==> config.mk <==
export PLATFORM = sky130hd
export DESIGN_NAME = reg_bank_n
export DESIGN_NICKNAME = d
export VERILOG_FILES = /design/src/rtl/reg_bank_n.sv
export SDC_FILE = /design/constraint.sdc
export NUM_CORES = 1
export LEC_CHECK = 0
export CAP_MARGIN = 20
export CORE_ASPECT_RATIO = 0.7
export CORE_MARGIN = 2
export CORE_UTILIZATION = 40
export DETAILED_ROUTE_END_ITERATION = 8
export DONT_BUFFER_PORTS = 1
export GPL_ROUTABILITY_DRIVEN = 0
export GPL_TIMING_DRIVEN = 0
export PLACE_DENSITY = 0.56
export SYNTH_ARGS = -nofsm -noshare
export SYNTH_HDL_FRONTEND = slang
export SYNTH_SLANG_ARGS = --single-unit
==> constraint.sdc <==
create_clock -name clock -period 3.65 [get_ports clock]
set_input_delay 0.5475 -clock clock [delete_from_list [all_inputs] [get_ports clock]]
set_output_delay 0.5475 -clock clock [all_outputs]
set_load 0.03 [all_outputs]
==> src/rtl/reg_bank_n.sv <==
// -----------------------------------------------------------------------------
// reg_bank_n
//   Instruction-driven register bank of REG_COUNT registers of DATA_WIDTH bits.
//   A single instruction word loads, clears, increments, decrements or copies a
//   register. One register, chosen by the most recent RDO instruction, is always
//   shown on out. An illegal opcode locks the bank in an Error state until the
//   next reset.
//
// Ports
//   clock    in   1                        single clock, all state on posedge
//   reset    in   1                        synchronous, active-high
//   inst     in   4+ADDR_WIDTH+DATA_WIDTH  {opcode[3:0], addr, imm}
//   inst_en  in   1                        inst is valid this cycle
//   out      out  DATA_WIDTH               reg[sel]; forced to 0 unless Ready
//   error    out  1                        high while in Error state
// -----------------------------------------------------------------------------
module reg_bank_n #(
    parameter int DATA_WIDTH = 8,
    parameter int REG_COUNT  = 4,
    parameter int ADDR_WIDTH = 2
) (
    input  logic                               clock,
    input  logic                               reset,
    input  logic [4+ADDR_WIDTH+DATA_WIDTH-1:0] inst,
    input  logic                               inst_en,
    output logic [DATA_WIDTH-1:0]              out,
    output logic                               error
);

    localparam logic [3:0] OP_NOP = 4'h0;
    localparam logic [3:0] OP_RDO = 4'h1;
    localparam logic [3:0] OP_LDR = 4'h2;
    localparam logic [3:0] OP_CLR = 4'h3;
    localparam logic [3:0] OP_INC = 4'h4;
    localparam logic [3:0] OP_DEC = 4'h5;
    localparam logic [3:0] OP_MOV = 4'h6;
    localparam logic [3:0] OP_CLA = 4'h7;

    typedef enum logic [1:0] {
        ST_RESET = 2'b00,
        ST_READY = 2'b01,
        ST_ERROR = 2'b10
    } state_t;

    state_t                  state_reg;
    state_t                  state_next;
    logic [ADDR_WIDTH-1:0]   sel_reg;
    logic [ADDR_WIDTH-1:0]   sel_next;

    // Instruction fields
    logic [3:0]              opcode;
    logic [ADDR_WIDTH-1:0]   addr;
    logic [DATA_WIDTH-1:0]   imm;
    logic [ADDR_WIDTH-1:0]   src;

    assign opcode = inst[4+ADDR_WIDTH+DATA_WIDTH-1 -: 4];
    assign addr   = inst[ADDR_WIDTH+DATA_WIDTH-1 -: ADDR_WIDTH];
    assign imm    = inst[DATA_WIDTH-1:0];
    assign src    = imm[ADDR_WIDTH-1:0];

    // exec:      a legal instruction is executed at this edge
    // wipe_all:  Reset/Error/illegal-state housekeeping, zeroes regs and sel
    // clear_all: CLA, zeroes regs but keeps sel
    logic exec;
    logic wipe_all;
    logic clear_all;

    // Register values gathered into one array for the output mux and MOV source
    logic [DATA_WIDTH-1:0]   reg_value [REG_COUNT];

    // -------------------------------------------------------------------------
    // Control: state register
    // -------------------------------------------------------------------------
    always_ff @(posedge clock) begin
        if (reset) begin
            state_reg <= ST_RESET;
            sel_reg   <= '0;
        end else begin
            state_reg <= state_next;
            sel_reg   <= sel_next;
        end
    end

    // -------------------------------------------------------------------------
    // Control: next state, select and per-edge command flags
    // -------------------------------------------------------------------------
    always_comb begin
        state_next = state_reg;
        sel_next   = sel_reg;
        exec       = 1'b0;
        wipe_all   = 1'b0;
        clear_all  = 1'b0;
        case (state_reg)
            ST_RESET: begin
                // Single settling cycle; any instruction presented now is dropped.
                state_next = ST_READY;
                wipe_all   = 1'b1;
            end
            ST_READY: begin
                if (inst_en) begin
                    if (opcode[3]) begin
                        state_next = ST_ERROR;
                        wipe_all   = 1'b1;
                    end else begin
                        exec = 1'b1;
                        case (opcode)
                            OP_NOP:  ;
                            OP_RDO:  sel_next  = addr;
                            OP_CLA:  clear_all = 1'b1;
                            default: ;
                        endcase
                    end
                end
            end
            ST_ERROR: begin
                wipe_all = 1'b1;
            end
            default: begin
                // Unreachable encoding: treat as a fault.
                state_next = ST_ERROR;
                wipe_all   = 1'b1;
            end
        endcase
        if (wipe_all) begin
            sel_next = '0;
        end
    end

    // -------------------------------------------------------------------------
    // Datapath: one slice per register; only the addressed slice reacts to a
    // single-register opcode.
    // -------------------------------------------------------------------------
    generate
        for (genvar gi = 0; gi < REG_COUNT; gi++) begin : g_reg
            logic [DATA_WIDTH-1:0] value_reg;
            logic [DATA_WIDTH-1:0] value_next;
            logic                  hit;

            assign hit = exec && (addr == ADDR_WIDTH'(gi));

            always_comb begin
                value_next = value_reg;
                if (wipe_all || clear_all) begin
                    value_next = '0;
                end else if (hit) begin
                    case (opcode)
                        OP_LDR:  value_next = imm;
                        OP_CLR:  value_next = '0;
                        OP_INC:  value_next = value_reg + 1'b1;
                        OP_DEC:  value_next = value_reg - 1'b1;
                        // Self-copy reads the current value, so it is a no-op.
                        OP_MOV:  value_next = reg_value[src];
                        default: ;
                    endcase
                end
            end

            always_ff @(posedge clock) begin
                if (reset) begin
                    value_reg <= '0;
                end else begin
                    value_reg <= value_next;
                end
            end

            assign reg_value[gi] = value_reg;
        end
    endgenerate

    // -------------------------------------------------------------------------
    // Outputs: purely from registered state, never bypassed from inst.
    // Gating on Ready also hides any stale contents during an illegal state.
    // -------------------------------------------------------------------------
    assign out   = (state_reg == ST_READY) ? reg_value[sel_reg] : '0;
    assign error = (state_reg == ST_ERROR);

endmodule

==> impl_metrics.ini, run 1 <==
[run_status]
run_status = complete, no violations

[global_routing]
grt_first_pass_wirelength_um = 17100
grt_pass1_vias = 3051
grt_remaining_overflow = 0
grt_usage = 0.255
antenna_found_initial = 0
grt_max_degree = 13

[detailed_routing]
finalWirelength_um = 11300
drt_iter0_drc = 296
avgViaCountPerCell = 6.47
dr.pass1.iters = 5
wl_per_cell_um = 21.7
dr_total_vias = 3356
drc = 0
postRouteAntennaNets = 0

[pwr]
swShare = 0.254
vdd_ir_drop_max_v = 0.000183
clkPwrFrac = 0.511
p_comb_frac = 0.114
p_switching_uw = 268
p_int_uw = 790
leakagePower_uw = 0.00121
p_per_area_nw_per_um2 = 299
share_seq_of_total_power = 0.376

[logic_synthesis]
avgSynthCellArea_um2 = 7.89
yosysUniqueCellTypes = 58
synth-async-reset-ratio = 0
dominantRegCellSynth = dfxtp_1
synth-edff-count = 0
synth_nets = 437
synth_seq_area_share = 0.223
ys_ff_latch = 36
netlist_area_um2 = 3230
synthCells = 410
yosysWarnings = 0

[cells_and_area]
final_util = 0.452
register_area_um2 = 721
fin_nets = 444
area_growth_pct = 9.56
diodes = 0
multi_input_area_um2 = 2310
largest_reg_flops = 32
fin_cells = 519
drive_gt1_frac = 0.117
fill_cells = 811
fin_area_um2 = 3540

[worst_setup_path]
critPathCapture = g_reg[3].value_reg[6]
timing.rr.end = g_reg[3].value_reg[6]
cp_max_fo = 10
cp-startpoint = inst[12]
critPathCaptureType = flop
critical_path_required_ns = 3.78
worstReg2RegStart = g_reg[3].value_reg[1]
worst_r2r_path_depth = 10
start_kind = input port
arrival_ns = 3.21
rrSetupSlack_ns = 1.16
critPathKind = in2reg

[clocking]
clk_latency_ns = 0.29
h-tree-depth = 2
post-cts-setup-buffer-count = 0
holdBufCountCts = 0
clockBufferDepth = 2
cts.sinks = 36
clk_pin_slew_ns = 0.06
cts_root_buffer = clkbuf_16
cts_buffers = 5
cts_tree = yes
post_cts_resized = 0

[run]
maxCapViolations = 0

[sta]
max_slew_margin = 0.387
tns_ns = 0
hold_viol = 0
tightestPinTransition_ns = 0.910
finalCritPeriodShare = 0.842
finalSetupViolCount = 0
rsz0062_at_grt = no
drv_slew = 0
max_freq_ghz = 0.325
skew_ns = 0.00590
post-route-min-period_ns = 3.07

[floorplan]
die_w_um = 111
ios = 26
die_h_um = 79.2
core_um2 = 7840
die_area_um2 = 8830
start_util = 0.413
rows = 27

[placed_design]
portBuffers = 0
dp_cells = 511
dp_hpwl_um = 8100
dpl_cell_area_um2 = 3360

[min_path]
hold_path.class = in2reg
per-stage QoR:
step / setup WS, ns / hold WS [ns] / total power (uW)
after floorplan: 0.863 / 0.464 / 486
after global placement: 0.396 / 0.498 / 521
after detailed placement: 0.370 / 0.514 / 522
after CTS: 0.667 / 0.323 / 1060
after global routing: 0.425 / 0.316 / 1090
final: 0.576 / 0.322 / 1060
logic make-up after synthesis:
| family | share of synthesized area |
|---|---|
| flip-flops | 0.223 |
| buffers and inverters | 0.0619 |
| multiplexers | 0.130 |
| adder cells (fa/ha/maj) | 0.0387 |
| AO/OA/AOI/OAI | 0.256 |
| AND/OR/NAND/NOR | 0.267 |
| XOR/XNOR | 0.0244 |
worst max-delay path: stages:
cell and delay, ns:
buf_2 0.17, nand4bb_1 0.19, buf_2 0.21, buf_2 0.22
buf_2 0.26, nand2_1 0.10, nand2_1 0.06, ha_1 0.23
or4_1 0.42, a21oi_1 0.16, a21oi_1 0.08, mux2i_1 0.16
nor4_1 0.29, a211oi_1 0.12
worst min path at each step:
stage	start	to	slack (ns)	cells past startpoint
2_1_floorplan	state_reg[1]	state_reg[1]	0.46	2
3_3_place_gp	g_reg[3].value_reg[7]	g_reg[3].value_reg[7]	0.50	2
3_5_place_dp	g_reg[3].value_reg[7]	g_reg[3].value_reg[7]	0.51	2
4_1_cts	reset	state_reg[0]	0.32	1
5_1_grt	reset	state_reg[0]	0.32	1
6_report	reset	state_reg[0]	0.32	1
placed cells by master (no fill, tap or decap), drive strengths merged, types with 5 or more instances in the layout:
cell	n
nand2	35
nor3	19
o31ai	11
a21oi	37
nor2b	12
clkbuf	33
a211oi	15
or3	5
nand4	9
ha	10
nor4	7
a41oi	5
inv	5
buf	15
xor2	5
nor2	35
or4	5
mux4	16
nand3	7
and3	5
nand2b	5
dfxtp	36
a21bo	6
o21ai	27
power by group through the flow:
stage / clock [uW] / combinational [uW] / sequential, uW
2_1_floorplan: 0 / 80.4 / 405
3_3_place_gp: 0 / 115 / 406
3_5_place_dp: 0 / 116 / 406
4_1_cts: 541 / 117 / 398
5_1_grt: 561 / 128 / 398
6_report: 540 / 120 / 398
cell usage after synthesis (10+ instances only):
cell type | count | area, um2
nor3_1 | 19 | 95.1
a211oi_1 | 14 | 105
buf_2 | 10 | 50.1
a21oi_1 | 36 | 180
ha_1 | 10 | 125
nand2_1 | 35 | 131
clkbuf_1 | 26 | 97.6
mux4_2 | 14 | 315
o21ai_0 | 26 | 130
dfxtp_1 | 36 | 721
nor2b_1 | 12 | 75.1
o31ai_1 | 11 | 82.6
nor2_1 | 35 | 131
cell type report:
| type | instances | area share |
|---|---|---|
| sequential | 36 | 0.203 |
| multi-input combinational | 328 | 0.653 |
| inverter | 5 | 0.00530 |
| tap | 101 | 0.0357 |
| clock inverter | 1 | 0.00848 |
| clock buffer | 7 | 0.0431 |
| buffer | 41 | 0.0512 |
routing by layer:
layer	vias up	routed length [um]	GRT usage
met5	-	0	0
met4	0	185	0.0691
met3	17	994	0.0450
met2	146	4940	0.395
met1	1630	5150	0.365
li1	1563	-	-
Note: power is estimated with default switching activity, not from simulation.
==> inputs of run 2 (changes only) <==
--- a/config.mk
+++ b/config.mk
@@ -13,7 +13,7 @@
 export DONT_BUFFER_PORTS = 1
 export GPL_ROUTABILITY_DRIVEN = 0
 export GPL_TIMING_DRIVEN = 0
-export PLACE_DENSITY = 0.56
+export PLACE_DENSITY = 0.58
 export SYNTH_ARGS = -nofsm -noshare
 export SYNTH_HDL_FRONTEND = slang
 export SYNTH_SLANG_ARGS = --single-unit
==> constraint.sdc (replaced) <==
create_clock -name clock -period 2.7 [get_ports clock]
set_input_delay 0.405 -clock clock [delete_from_list [all_inputs] [get_ports clock]]
set_output_delay 0.405 -clock clock [all_outputs]
set_load 0.03 [all_outputs]
==> run 2 against run 1 <==
  * Count of clock-buffer cells in the layout is 1 lower
  * Global-route usage decreased by 0.11 points
  * Final area rose by 0.60%
  * Highest routed layer unchanged
  * Critical endpoint unchanged
==> impl_metrics.ini, run 2 (same netlist as run 1, synthesis figures left out) <==
[clocking]
h-tree-depth = 2
cts_root_buffer = clkbuf_16
cts.sinks = 36
holdBufCountCts = 0
clockBufferDepth = 2
cts_tree = yes
cts_buffers = 5
clk_pin_slew_ns = 0.06
clk_latency_ns = 0.29

[cells_and_area]
final_util = 0.455
fin_nets = 447
largest_reg_flops = 32
final_cell_mix = dfxtp_1, nand2_1, nor2_1, a21oi_1, clkbuf_1
diodes = 0
fill_cells = 812
drive_gt1_frac = 0.129
fin_cells = 521
final_common_cell = dfxtp_1
area_growth_pct = 10.2

[floorplan]
start_util = 0.413
core_um2 = 7840
die_area_um2 = 8830
die_w_um = 111
die_h_um = 79.2
rows = 27
ios = 26

[sta]
drv_slew = 0
skew_ns = 0.00572
tns_ns = 0
max_freq_ghz = 0.388
post-route-min-period_ns = 2.57
hold_viol = 0
timing.hold.ws_ns = 0.183
rsz0062_at_grt = no
tightestPinTransition_ns = 0.977
max_slew_margin = 0.341
finalSetupViolCount = 0
finalCritPeriodShare = 0.953

[worst_setup_path]
critPathKind = in2reg
start_kind = input port
arrival_ns = 2.70
worstReg2RegStart = g_reg[3].value_reg[1]
critPathCaptureType = flop
cp-startpoint = inst[12]
critical_path_required_ns = 2.83
rrSetupSlack_ns = 0.24
cp_max_fo = 10

[detailed_routing]
top_layer_used = met4
met1_length_um = 4820
dr_total_vias = 3373
drc = 0
postRouteAntennaNets = 0
avgViaCountPerCell = 6.47
drt_iter0_drc = 295
routed-wl-met2_um = 4820
wl_per_cell_um = 21.0
dr.pass1.iters = 5
finalWirelength_um = 11000
met3_length_um = 1140

[pwr]
leakagePower_uw = 0.00120
p_per_area_nw_per_um2 = 357
fin_total_pwr_uw = 1270
vdd_ir_drop_max_v = 0.000212

[global_routing]
antenna_found_initial = 0
grt_first_pass_wirelength_um = 17000
grt_usage = 0.253
grt_max_degree = 13
grt_pass1_vias = 3019
grt_remaining_overflow = 0

[placed_design]
portBuffers = 0
dp_hpwl_um = 7970
dp_cells = 511

[min_path]
hold_start = reset
hold_path.class = in2reg

[run]
maxCapViolations = 0

[run_status]
run_status = complete, no violations
[run 2: cell count changes in the layout (fill, tap and decap cells not counted), moves of 2 or more]
cell,before,now
buf_6,2,5
buf_4,0,4
clkbuf_8,2,0
buf_2,10,6
[run 2: report_power, final]
| group | leakage, uW | switching, uW | internal, uW |
|---|---|---|---|
| sequential | 0.000290 | 3.09 | 534 |
| combinational | 0.000844 | 117 | 51.8 |
| clock | 0.0000667 | 231 | 336 |
[run 2: final cells by class]
type,count,area [um2],area share
clock buffer,6,129,0.0362
clock inverter,1,5.00,0.00140
timing repair buffer,3,22.5,0.00632
multi-input combinational,328,2330,0.655
sequential,36,721,0.202
tap,101,126,0.0355
buffer,41,203,0.0569
inverter,5,22.5,0.00632
[run 2: per-layer routing]
layer	up-vias	track usage
met5	-	0
li1	1581	-
met1	1639	0.361
met3	15	0.0626
met4	0	0.0593
met2	138	0.387
[run 2: worst paths after layout]
check                     endpoint  cells past startpoint
min                   state_reg[1]                      1
max reg2reg  g_reg[3].value_reg[6]                     10
max          g_reg[3].value_reg[6]                     14
min reg2reg           state_reg[1]                      2
[run 2: worst max-delay path, cell delays in order]
cell,delay (ns)
buf_4,0.15
nand4bb_4,0.14
buf_6,0.16
buf_6,0.14
buf_6,0.15
nand2_1,0.07
nand2_1,0.06
ha_2,0.20
or4_1,0.42
a21oi_2,0.15
a21oi_1,0.07
mux2i_1,0.16
nor4_1,0.30
a211oi_1,0.12
[run 2: repair_timing]
action,in CTS,in global routing
gates resized for setup,3,9
pin swaps,2,3
endpoints found under the setup margin,2,5
setup buffers,0,3
[run 2: stage by stage]
stage	cell area, um2	setup slack [ns]
after floorplan	3230	0.0560
after global placement	3360	-0.396
after detailed placement	3360	-0.391
after CTS	3500	0.0135
after global routing	3560	0.0318
final	3560	0.126
==> inputs of run 3 (changes only) <==
--- a/config.mk
+++ b/config.mk
@@ -8,12 +8,12 @@
 export CAP_MARGIN = 20
 export CORE_ASPECT_RATIO = 0.7
 export CORE_MARGIN = 2
-export CORE_UTILIZATION = 40
+export CORE_UTILIZATION = 50
 export DETAILED_ROUTE_END_ITERATION = 8
 export DONT_BUFFER_PORTS = 1
 export GPL_ROUTABILITY_DRIVEN = 0
 export GPL_TIMING_DRIVEN = 0
-export PLACE_DENSITY = 0.58
+export PLACE_DENSITY = 0.7
 export SYNTH_ARGS = -nofsm -noshare
 export SYNTH_HDL_FRONTEND = slang
 export SYNTH_SLANG_ARGS = --single-unit
==> run 3 against run 2 <==
  * Total power fell by 15%
  * Clock power fell by 33%
  * Global-route usage rose by 5.5 points
  * Final area fell by 2.5%
  * Critical path type unchanged
  * Critical endpoint unchanged
  * Largest power group is now registers
  * Highest routed layer unchanged
==> impl_metrics.ini, run 3 (same netlist as run 1, synthesis figures left out) <==
[run_status]
run_status = complete, no violations

[worst_setup_path]
slowest_stage = or4_1
timing.rr.end = g_reg[3].value_reg[6]
start_kind = input port
critPathCaptureType = flop
critPathKind = in2reg
critical_path_required_ns = 2.85
arrival_ns = 2.78
worst_r2r_path_depth = 10
cp_max_fo = 10
cpLargestDelayFamily = simple AND/OR/NAND/NOR gates
critPathMaxStageDelay_ns = 0.41
worst-path-buf-inv = 4
crit_chain = clkbuf_4 > nand4bb_4 > buf_6 > buf_4 > buf_4 > nand2_1 > nand2_1 > ha_2 > or4_1 > a21oi_1 > a21oi_1 > mux2i_1 > nor4_2 > a211oi_1
worstReg2RegStart = g_reg[3].value_reg[1]
rrSetupSlack_ns = 0.32

[sta]
rsz0062_at_grt = no
fin_ws_ns = 0.0723
finalSetupViolCount = 0
tightestPinTransition_ns = 0.931
drv_slew = 0
hold_viol = 0
post-route-min-period_ns = 2.63
max_freq_ghz = 0.381
skew_ns = 0.00609
max_slew_margin = 0.373
finalCritPeriodShare = 0.973

[clocking]
h-tree-depth = 2
holdBufCountCts = 0
clk_pin_slew_ns = 0.07
cts_buffers = 5
clockBufferDepth = 2
cts_tree = yes
clk_latency_ns = 0.29
cts_root_buffer = clkbuf_8
cts.sinks = 36

[placed_design]
portBuffers = 0
dpl_cell_area_um2 = 3330
place_ws_ns = -0.422
dp_hpwl_um = 7520

[global_routing]
grt_pass1_vias = 3140
antenna_found_initial = 0
grt_first_pass_wirelength_um = 16900
grt_usage = 0.308
grt_remaining_overflow = 0
grt_max_degree = 13

[cells_and_area]
fin_nets = 446
area_growth_pct = 7.43
fin_area_um2 = 3470
drive_gt1_frac = 0.131
final_cell_mix = a21oi_1, dfxtp_1, nand2_1, nor2_1, clkbuf_1
multi_input_area_um2 = 2340
diodes = 0
register_area_um2 = 721
fill_cells = 586
largest_reg_flops = 32

[detailed_routing]
finalWirelength_um = 10500
dr_total_vias = 3440
wl_per_cell_um = 21.1
postRouteAntennaNets = 0
dr.pass1.iters = 5
drt_iter0_drc = 468
drc = 0
avgViaCountPerCell = 6.92

[min_path]
hold_path.class = in2reg
hold_path_end = state_reg[0]
hold_depth = 1
hold_start = reset

[pwr]
vdd_ir_drop_max_v = 0.000154
leakagePower_uw = 0.00116
fin_total_pwr_uw = 1080
p_per_area_nw_per_um2 = 312

[floorplan]
core_um2 = 6250
die_area_um2 = 7140
die_h_um = 71.3
start_util = 0.518
rows = 24
ios = 26
die_w_um = 100

[run]
maxCapViolations = 0
==> run 3: cell types whose count changed in the layout (fill, tap and decap cells not counted) <==
cell and delta:
a211oi_1 -1, a211oi_2 +1, a21oi_1 +1, a21oi_2 -1, buf_6 -2, clkbuf_16 -5, clkbuf_4 +1, clkbuf_8 +5
ha_1 -1, ha_2 +1, nor4_1 -1, nor4_2 +1
==> run 3: where the power goes <==
group	switching [uW]	leakage, uW	internal [uW]
logic	116	0.000833	51.4
clock network	202	0.0000410	176
registers	3.14	0.000290	534
total	321	0.00116	761
==> run 3: worst register-to-register path, stage by stage (launching register included) <==
cell and delay [ns]:
dfxtp_1 0.31, clkbuf_1 0.32, nand2b_1 0.18, nand2_1 0.07, ha_2 0.20, or4_1 0.41, a21oi_1 0.18, a21oi_1 0.08
mux2i_1 0.17, nor4_2 0.21, a211oi_1 0.11
==> run 3: through the flow <==
stage | TNS (ns) | std cells | utilization | hold slack (ns)
6_report | 0 | 497 | 0.556 | 0.175
5_1_grt | 0 | 497 | 0.556 | 0.160
4_1_cts | 0 | 495 | 0.546 | 0.171
3_5_place_dp | -1.60 | 488 | 0.533 | 0.482
3_3_place_gp | -1.36 | 488 | 0.533 | 0.479
2_1_floorplan | 0 | 410 | - | 0.464
==> run 3: per-layer routing <==
layer / global-route usage / wire [um]
met2: 0.436 / 4310
met5: 0 / 0
met4: 0.105 / 374
met3: 0.0927 / 1370
met1: 0.448 / 4410
==> run 3: layout make-up <==
class | count | area share
Clock inverter | 1 | 0.00144
Sequential cell | 36 | 0.207
Clock buffer | 6 | 0.0209
Tap cell | 78 | 0.0281
Inverter | 5 | 0.00648
Timing Repair Buffer | 2 | 0.00432
Buffer | 41 | 0.0562
Multi-Input combinational cell | 328 | 0.675
==> run 3: timing repair <==
| item | in CTS | in global routing |
|---|---|---|
| endpoints found under the setup margin | 2 | 3 |
| setup buffers | 0 | 2 |
| pin swaps | 1 | 2 |
| gates resized for setup | 2 | 10 |
==> run 3: worst max path at each step <==
stage,start,endpoint,slack (ns),depth (start not counted)
2_1_floorplan,inst[12],g_reg[3].value_reg[6],0.06,14
3_3_place_gp,inst[12],g_reg[2].value_reg[4],-0.36,11
3_5_place_dp,inst[12],g_reg[3].value_reg[6],-0.42,14
4_1_cts,inst[12],g_reg[2].value_reg[7],0.005,11
5_1_grt,inst[12],g_reg[3].value_reg[6],0.007,14
6_report,inst[12],g_reg[3].value_reg[6],0.07,14
